`src/rtl/cla_pkg.sv`:
```
// Shared constants, the per-stage control bundle and the group-count helper
// used by the pipelined carry-look-ahead adder.
package cla_pkg;

    localparam int CLA_GRP_W = 4;

    typedef struct packed {
        logic valid;
        logic carry;
    } stage_ctl_t;

    function automatic int calcNgrp(input int width);
        return width / CLA_GRP_W;
    endfunction

endpackage

```
`src/rtl/cla4_group.sv`:
```
// Combinational 4-bit carry-look-ahead group with group propagate/generate.
module cla4_group (
    input  logic [3:0] a4,
    input  logic [3:0] b4,
    input  logic       ci,
    output logic [3:0] s4,
    output logic       co,
    output logic       p,
    output logic       g
);

    logic [3:0] w_p;
    logic [3:0] w_g;
    logic [3:0] w_c;

    assign w_p = a4 ^ b4;
    assign w_g = a4 & b4;

    // Every internal carry is a flat sum of products of ci, so no ripple path.
    assign w_c[0] = ci;
    assign w_c[1] = w_g[0] | (w_p[0] & ci);
    assign w_c[2] = w_g[1] | (w_p[1] & w_g[0]) | (w_p[1] & w_p[0] & ci);
    assign w_c[3] = w_g[2] | (w_p[2] & w_g[1]) | (w_p[2] & w_p[1] & w_g[0])
                  | (w_p[2] & w_p[1] & w_p[0] & ci);

    assign p  = &w_p;
    assign g  = w_g[3] | (w_p[3] & w_g[2]) | (w_p[3] & w_p[2] & w_g[1])
              | (w_p[3] & w_p[2] & w_p[1] & w_g[0]);
    assign co = g | (p & ci);
    assign s4 = w_p ^ w_c;

endmodule

```
`src/rtl/pipelined_cla_adder.sv`:
```
// Pipelined CLA adder/subtractor resolving one 4-bit group per stage.
// Define CLA_FLAGS_EN to add registered zero/neg result flags.
module pipelined_cla_adder
    import cla_pkg::*;
#(
    parameter int WIDTH = 16
) (
    input  logic             clk,
    input  logic             rst_n,
    input  logic             in_valid,
    output logic             in_ready,
    input  logic [WIDTH-1:0] a,
    input  logic [WIDTH-1:0] b,
    input  logic             cin,
    input  logic             sub,
    output logic             out_valid,
    input  logic             out_ready,
    output logic [WIDTH-1:0] sum,
    output logic             cout,
    output logic             ovf
`ifdef CLA_FLAGS_EN
    ,
    output logic             zero,
    output logic             neg
`endif
);

    localparam int NGRP = calcNgrp(WIDTH);

    if ((WIDTH < CLA_GRP_W) || ((WIDTH % CLA_GRP_W) != 0)) begin : gen_width_check
        $error("pipelined_cla_adder: WIDTH must be a multiple of 4 and at least 4");
    end

    logic             w_en;
    logic [WIDTH-1:0] w_b_eff;

    assign w_en     = !out_valid || out_ready;
    assign in_ready = w_en;
    assign w_b_eff  = sub ? ~b : b;

    // Operand skew: each stage drops the nibble it just handed to its group.
    for (genvar k = 0; k < NGRP - 1; k++) begin : gen_skew
        localparam int R = WIDTH - CLA_GRP_W * (k + 1);
        logic [R-1:0] r_a;
        logic [R-1:0] r_b;
        logic [R-1:0] w_a_in;
        logic [R-1:0] w_b_in;

        if (k == 0) begin : gen_src_port
            assign w_a_in = a[WIDTH-1:CLA_GRP_W];
            assign w_b_in = w_b_eff[WIDTH-1:CLA_GRP_W];
        end else begin : gen_src_prev
            assign w_a_in = gen_skew[k-1].r_a[R+CLA_GRP_W-1:CLA_GRP_W];
            assign w_b_in = gen_skew[k-1].r_b[R+CLA_GRP_W-1:CLA_GRP_W];
        end

        always_ff @(posedge clk or negedge rst_n) begin
            if (!rst_n) begin
                r_a <= '0;
                r_b <= '0;
            end else if (w_en) begin
                r_a <= w_a_in;
                r_b <= w_b_in;
            end
        end
    end

    // Sum deskew: each stage carries the nibbles already resolved, so all exit aligned.
    for (genvar k = 0; k < NGRP; k++) begin : gen_stage
        localparam int SW = CLA_GRP_W * (k + 1);
        logic [3:0]    w_a4;
        logic [3:0]    w_b4;
        logic [3:0]    w_s4;
        logic          w_ci;
        logic          w_co;
        logic          w_vin;
        logic [1:0]    w_unused_pg;
        logic [SW-1:0] w_sum_next;
        logic [SW-1:0] r_sum;
        stage_ctl_t    r_ctl;

        if (k == 0) begin : gen_first
            assign w_a4       = a[3:0];
            assign w_b4       = w_b_eff[3:0];
            assign w_ci       = sub | cin;
            assign w_vin      = in_valid;
            assign w_sum_next = w_s4;
        end else begin : gen_next
            assign w_a4       = gen_skew[k-1].r_a[3:0];
            assign w_b4       = gen_skew[k-1].r_b[3:0];
            assign w_ci       = gen_stage[k-1].r_ctl.carry;
            assign w_vin      = gen_stage[k-1].r_ctl.valid;
            assign w_sum_next = {w_s4, gen_stage[k-1].r_sum};
        end

        cla4_group u_group (
            .a4 (w_a4),
            .b4 (w_b4),
            .ci (w_ci),
            .s4 (w_s4),
            .co (w_co),
            .p  (w_unused_pg[1]),
            .g  (w_unused_pg[0])
        );

        always_ff @(posedge clk or negedge rst_n) begin
            if (!rst_n) begin
                r_ctl <= '0;
                r_sum <= '0;
            end else if (w_en) begin
                r_ctl.valid <= w_vin;
                r_ctl.carry <= w_co;
                r_sum       <= w_sum_next;
            end
        end
    end

    logic r_ovf;

    always_ff @(posedge clk or negedge rst_n) begin
        if (!rst_n) begin
            r_ovf <= 1'b0;
        end else if (w_en) begin
            r_ovf <= (gen_stage[NGRP-1].w_a4[3] == gen_stage[NGRP-1].w_b4[3])
                  && (gen_stage[NGRP-1].w_s4[3] != gen_stage[NGRP-1].w_a4[3]);
        end
    end

    assign out_valid = gen_stage[NGRP-1].r_ctl.valid;
    assign cout      = gen_stage[NGRP-1].r_ctl.carry;
    assign sum       = gen_stage[NGRP-1].r_sum;
    assign ovf       = r_ovf;

`ifdef CLA_FLAGS_EN
    logic r_zero;
    logic r_neg;

    always_ff @(posedge clk or negedge rst_n) begin
        if (!rst_n) begin
            r_zero <= 1'b0;
            r_neg  <= 1'b0;
        end else if (w_en) begin
            r_zero <= (gen_stage[NGRP-1].w_sum_next == '0);
            r_neg  <= gen_stage[NGRP-1].w_s4[3];
        end
    end

    assign zero = r_zero;
    assign neg  = r_neg;
`endif

endmodule

```
`config.mk`:
```
export PLATFORM = sky130hd
export DESIGN_NAME = pipelined_cla_adder
export DESIGN_NICKNAME = d
export VERILOG_FILES = /design/src/rtl/cla_pkg.sv /design/src/rtl/cla4_group.sv /design/src/rtl/pipelined_cla_adder.sv
export SDC_FILE = /design/constraint.sdc
export NUM_CORES = 1
export LEC_CHECK = 0
export BUFFER_PORTS_ARGS = -buffer_cell sky130_fd_sc_hd__buf_2
export CAP_MARGIN = 5
export CORE_MARGIN = 2
export CORE_UTILIZATION = 33
export DETAILED_ROUTE_END_ITERATION = 10
export HOLD_SLACK_MARGIN = 0.15
export SYNTH_ARGS = -nofsm -noshare
export SYNTH_HDL_FRONTEND = slang
export SYNTH_SLANG_ARGS = --single-unit
```
`constraint.sdc`:
```
create_clock -name clk -period 4.67 [get_ports clk]
set_clock_uncertainty 0.1 [all_clocks]
set_input_delay 0.7005 -clock clk [delete_from_list [all_inputs] [get_ports clk]]
set_output_delay 0.7005 -clock clk [all_outputs]
set_load 0.01 [all_outputs]
```
# == Yosys cells after proc, flatten, opt, wreduce, memory -nomap -nowiden ==
# Index checks and enable logic that the tools add are counted.
# totals
regBits,97
latch_bits,0
mem_bits_rw,0
romBits,0
input_bits,38
out_inout_bits,20
elab_cells,143
memories,0
# op_classes
addsub,0
n_mul,0
div_mod_pow,0
n_lt_le_gt_ge,0
eq_ne,2
shift,0
n_mux,1
bitwise,114
reduce_logical,7
# ops
cell,n
$and 1x1->1,60
$or 1x1->1,41
$xor 4x4->4,8
$and 4x4->4,4
$mux 16,1
$not 16->16,1
$reduce_and 4->1,4
$eq 1x1->1,1
$logic_and 1x1->1,1
$logic_not 1->1,1
$logic_or 1x1->1,1
$ne 1x1->1,1

# == Depth between registers and ports, before layout ==
# logic_depth
ltp_word,8
mapped_depth,8
ltp_nobuf,6

# == Modules after synthesis ==
# From an unflattened synthesis, not the netlist that was laid out.
# unflattened
hier_cells,316
hier_area_um2,4625.7
# modules_own_cells
mod,instances,cells_each,area_per_inst_um2,seq_area_each_um2
pipelined_cla_adder,1,228,3849.9,2427.3
cla4_group,4,22,193.9,0.0

# == Worst setup path after synthesis ==
# Ideal clock, no wire load.
# synth_timing
kind,input -> register
start,in sub
end,reg gen_stage[0].r_sum[3]
setup_time_ns,0.092
t_arrival_ns,2.181
setup_slack_ns,2.297
stages,8
path_buffers,2
cell_sequence,buf_6 buf_2 xor2_1 ha_1 a21oi_1 a21boi_2 o21a_1 o31ai_2
# synth_between
elab_chain_cells,7
# synth_rtl
element,line_no,rtl
from (decl),pipelined_cla_adder.sv:15,"input logic sub,"
$mux 16,pipelined_cla_adder.sv:39,assign w_b_eff = sub ? ~b : b;
$xor 4x4->4 or $and 4x4->4 (tied branches),"cla4_group.sv:16, cla4_group.sv:17",
$and 1x1->1 (on tied branches),"cla4_group.sv:23, cla4_group.sv:24",
"$or 1x1->1, or another cell as far along",cla4_group.sv:23,assign w_c[3] = w_g[2] | (w_p[2] & w_g[1]) | (w_p[2] & w_p[1] & w_g[0])
$or 1x1->1 or $and 1x1->1 (tied branches),"cla4_group.sv:23, cla4_group.sv:24",
$or 1x1->1,cla4_group.sv:24,| (w_p[2] & w_p[1] & w_p[0] & ci);
$xor 4x4->4 (*),cla4_group.sv:30,assign s4 = w_p ^ w_c;
to (signal assigned),pipelined_cla_adder.sv:113,r_sum <= w_sum_next;
to (decl),pipelined_cla_adder.sv:79,logic [SW-1:0] r_sum;
# Mark *: on every way between the ends. The rest lies on a longest branch, timed or not.
# A chain may end at the register's enable or synchronous reset.

# == Worst setup path after layout ==
# layout_timing
start,"reg gen_stage[3].r_ctl, in the netlist out_valid"
end,out in_ready
# layout_between
elab_chain_cells,2
# layout_rtl
element,line_no,rtl
from (decl),pipelined_cla_adder.sv:80,stage_ctl_t r_ctl;
$logic_not 1->1,pipelined_cla_adder.sv:37,assign w_en = !out_valid || out_ready;
$logic_or 1x1->1,pipelined_cla_adder.sv:37,
to (decl),pipelined_cla_adder.sv:11,"output logic in_ready,"
# No other way between the ends.

==> metrics.cfg <==
[timing]
rsz0062_at_grt=no
relSlewSlack=0.290
whs_ns=0.316
finalCritPeriodShare=0.513
period_needed_ns=2.39
setup-tns-final_ns=0
fmax_mhz=418
setup_viol=0
finalHoldViolations=0
maxSlewViolCount=0
tightest_slew_ns=1.06

[clock_tree]
ctsResizeCount=0
clockBufferDepth=2
cts_buffers=9
tritoncts=yes
path_clk_slew_ns=0.06
clock_sink_count=97
clock_latency_ns=0.34
cts_setup_buffers=0
cts-hold-fix-buffers=0
h-tree-depth=3
root_buffer=clkbuf_16

[floorplanning]
pin_count=58
core_um2=12700
die_area_um2=13900
num_rows=41
initial_core_util=0.338
die_h_um=118
die_w_um=118

[detailed_routing]
vias=3001
avgViaCountPerCell=4.41
dr.pass1.iters=4
dr.first_iter.drc_count=160
antenna_left=0
routed_wl_um=8050
drc=0
wire_per_inst_um=11.8

[critical_path]
cp.required_ns=3.87
cp-start-kind=register
critPathKind=reg2out
end_kind=primary output
r2r_start=out_valid
worst_ep_arrival_time_ns=1.59
crit_path_max_fanout=39
reg2reg_depth=5
critPathLaunch=out_valid

[synthesis]
yosysWarnings=0
synth.avg_cell_area_um2=9.42
synth-seq-cells=97
synth_cell_types=31
synthCells=455
synth_fa_ha_area_frac=0.0654
synth_nets=513
yosys.area.top_type_share=0.566
synth_compound_area_frac=0.0850
synth_top_family_by_area=simple AND/OR/NAND/NOR gates
synth_simple_gate_area_share=0.200
synthXorXnorAreaFrac=0.0491
synthMuxAreaShare=0
syn_area_um2=4290
yosysTopAreaCell=dfrtp_1
synth.top_cells.by_area=dfrtp_1 57%, nand2_1 19%, ha_1 4.7%
seq_area_frac_synth=0.566

[pwr]
irDropWorstVdd_uv=448
power.density_nw_per_um2=655
leakagePower_uw=0.00252

[final_layout]
areaGrowthSynthToFinish_pct=16.6
seqCellArea_um2=2430
final_layout_size_suffix_gt1_frac=0.159
layout_commonest_cell=nand2_1
nets=561
layout_common_cells=215 x nand2_1, 97 x dfrtp_1, 56 x buf_2
multi_input_area_um2=1720
n_fill_cell=1308
antenna_cells=0

[global_route]
grt_pass1_wl_um=14200
grt_pass1_vias=3081
grt-ovfl-total=0
grt_max_degree=111
gr-usage-all-layers=0.126
antenna_found_initial=0

[status]
status=completed

[placed_design]
io_buffer_count=57
place_congestion=0.769
dp_hpwl_um=5470

[run]
drv_cap=0

[min_path]
hold_class=in2async

path summary, 6_finish.rpt:
kind                                       to  slack [ns]
setup / recovery                     in_ready        2.28
hold / removal             gen_skew[1].r_a[5]        0.32
setup reg to reg                      sum[14]        2.66
hold reg to reg                        sum[3]        0.36
max in group asynchronous  gen_skew[2].r_b[2]        3.18
min in group clk                       sum[3]        0.36
kinds of logic after synthesis:
group | Yosys count
adders and majority gates | 20
buffers and inverters | 30
DFF | 97
AOI/OAI and AO/OA | 59
xor gates and xnor gates | 24
and+or+nand+nor | 225
per-layer routing:
metal	GRT usage	vias up	part of all wire
met4	0.0587	0	0.020
met2	0.197	43	0.45
li1	-	1536	-
met5	0	-	0
met1	0.164	1410	0.50
met3	0.0296	12	0.029
Yosys cell counts:
cell	count
o21bai_1	2
o31ai_2	1
o21ai_1	28
dfrtp_1	97
nor2_1	5
ha_1	16
xor2_1	7
o21ai_0	3
buf_1	1
a2bb2oi_1	1
o31ai_1	2
o21a_1	1
clkbuf_1	1
a21o_1	3
inv_1	6
nand2_1	215
inv_2	1
buf_2	19
a21oi_1	8
nor3_1	1
buf_4	1
fa_1	4
or2_1	1
nand2b_1	2
xnor2_1	17
o211ai_2	1
o21bai_2	1
buf_6	1
a21boi_2	1
nor2b_1	1
a211oi_1	7
registers in the layout, indices dropped and copies added, names as in the netlist:
register	count
cout	1
gen_skew.r_a	24
gen_skew.r_b	24
gen_stage.r_sum	24
gen_stage.w_ci	3
gen_stage.w_vin	3
out_valid	1
ovf	1
sum	16
power by group:
group,leakage [µW],switching [µW],internal [µW]
clock network,0.000131,313,416
logic,0.00122,659,473
registers,0.00117,201,1210
total,0.00252,1170,2100
metrics by stage:
stage | utilization | instance area, µm² | instances | total power, µW | setup WS, ns
after floorplan | - | 4290 | 455 | 2250 | 2.30
final | 0.394 | 4990 | 680 | 3270 | 2.28
after detailed placement | 0.371 | 4700 | 664 | 2590 | 2.04
after global placement | 0.371 | 4700 | 664 | 2520 | 2.18
after global routing | 0.394 | 4990 | 680 | 3580 | 2.16
after CTS | 0.394 | 4990 | 680 | 3330 | 2.25
cell type report:
cell class	count	share of cell area
clock inverter	6	0.0138
clock buffer	10	0.0458
inverter	7	0.00526
tap	172	0.0431
timing repair buffer	60	0.0621
sequential	97	0.486
multi-input combinational	328	0.344
worst max-delay path: stages, from the launching register on:
cell and delay (ns):
dfrtp_1 0.40, nor2b_4 0.14, inv_2 0.47, buf_2 0.25
No activity file was read; power rests on OpenSTA's default activity.
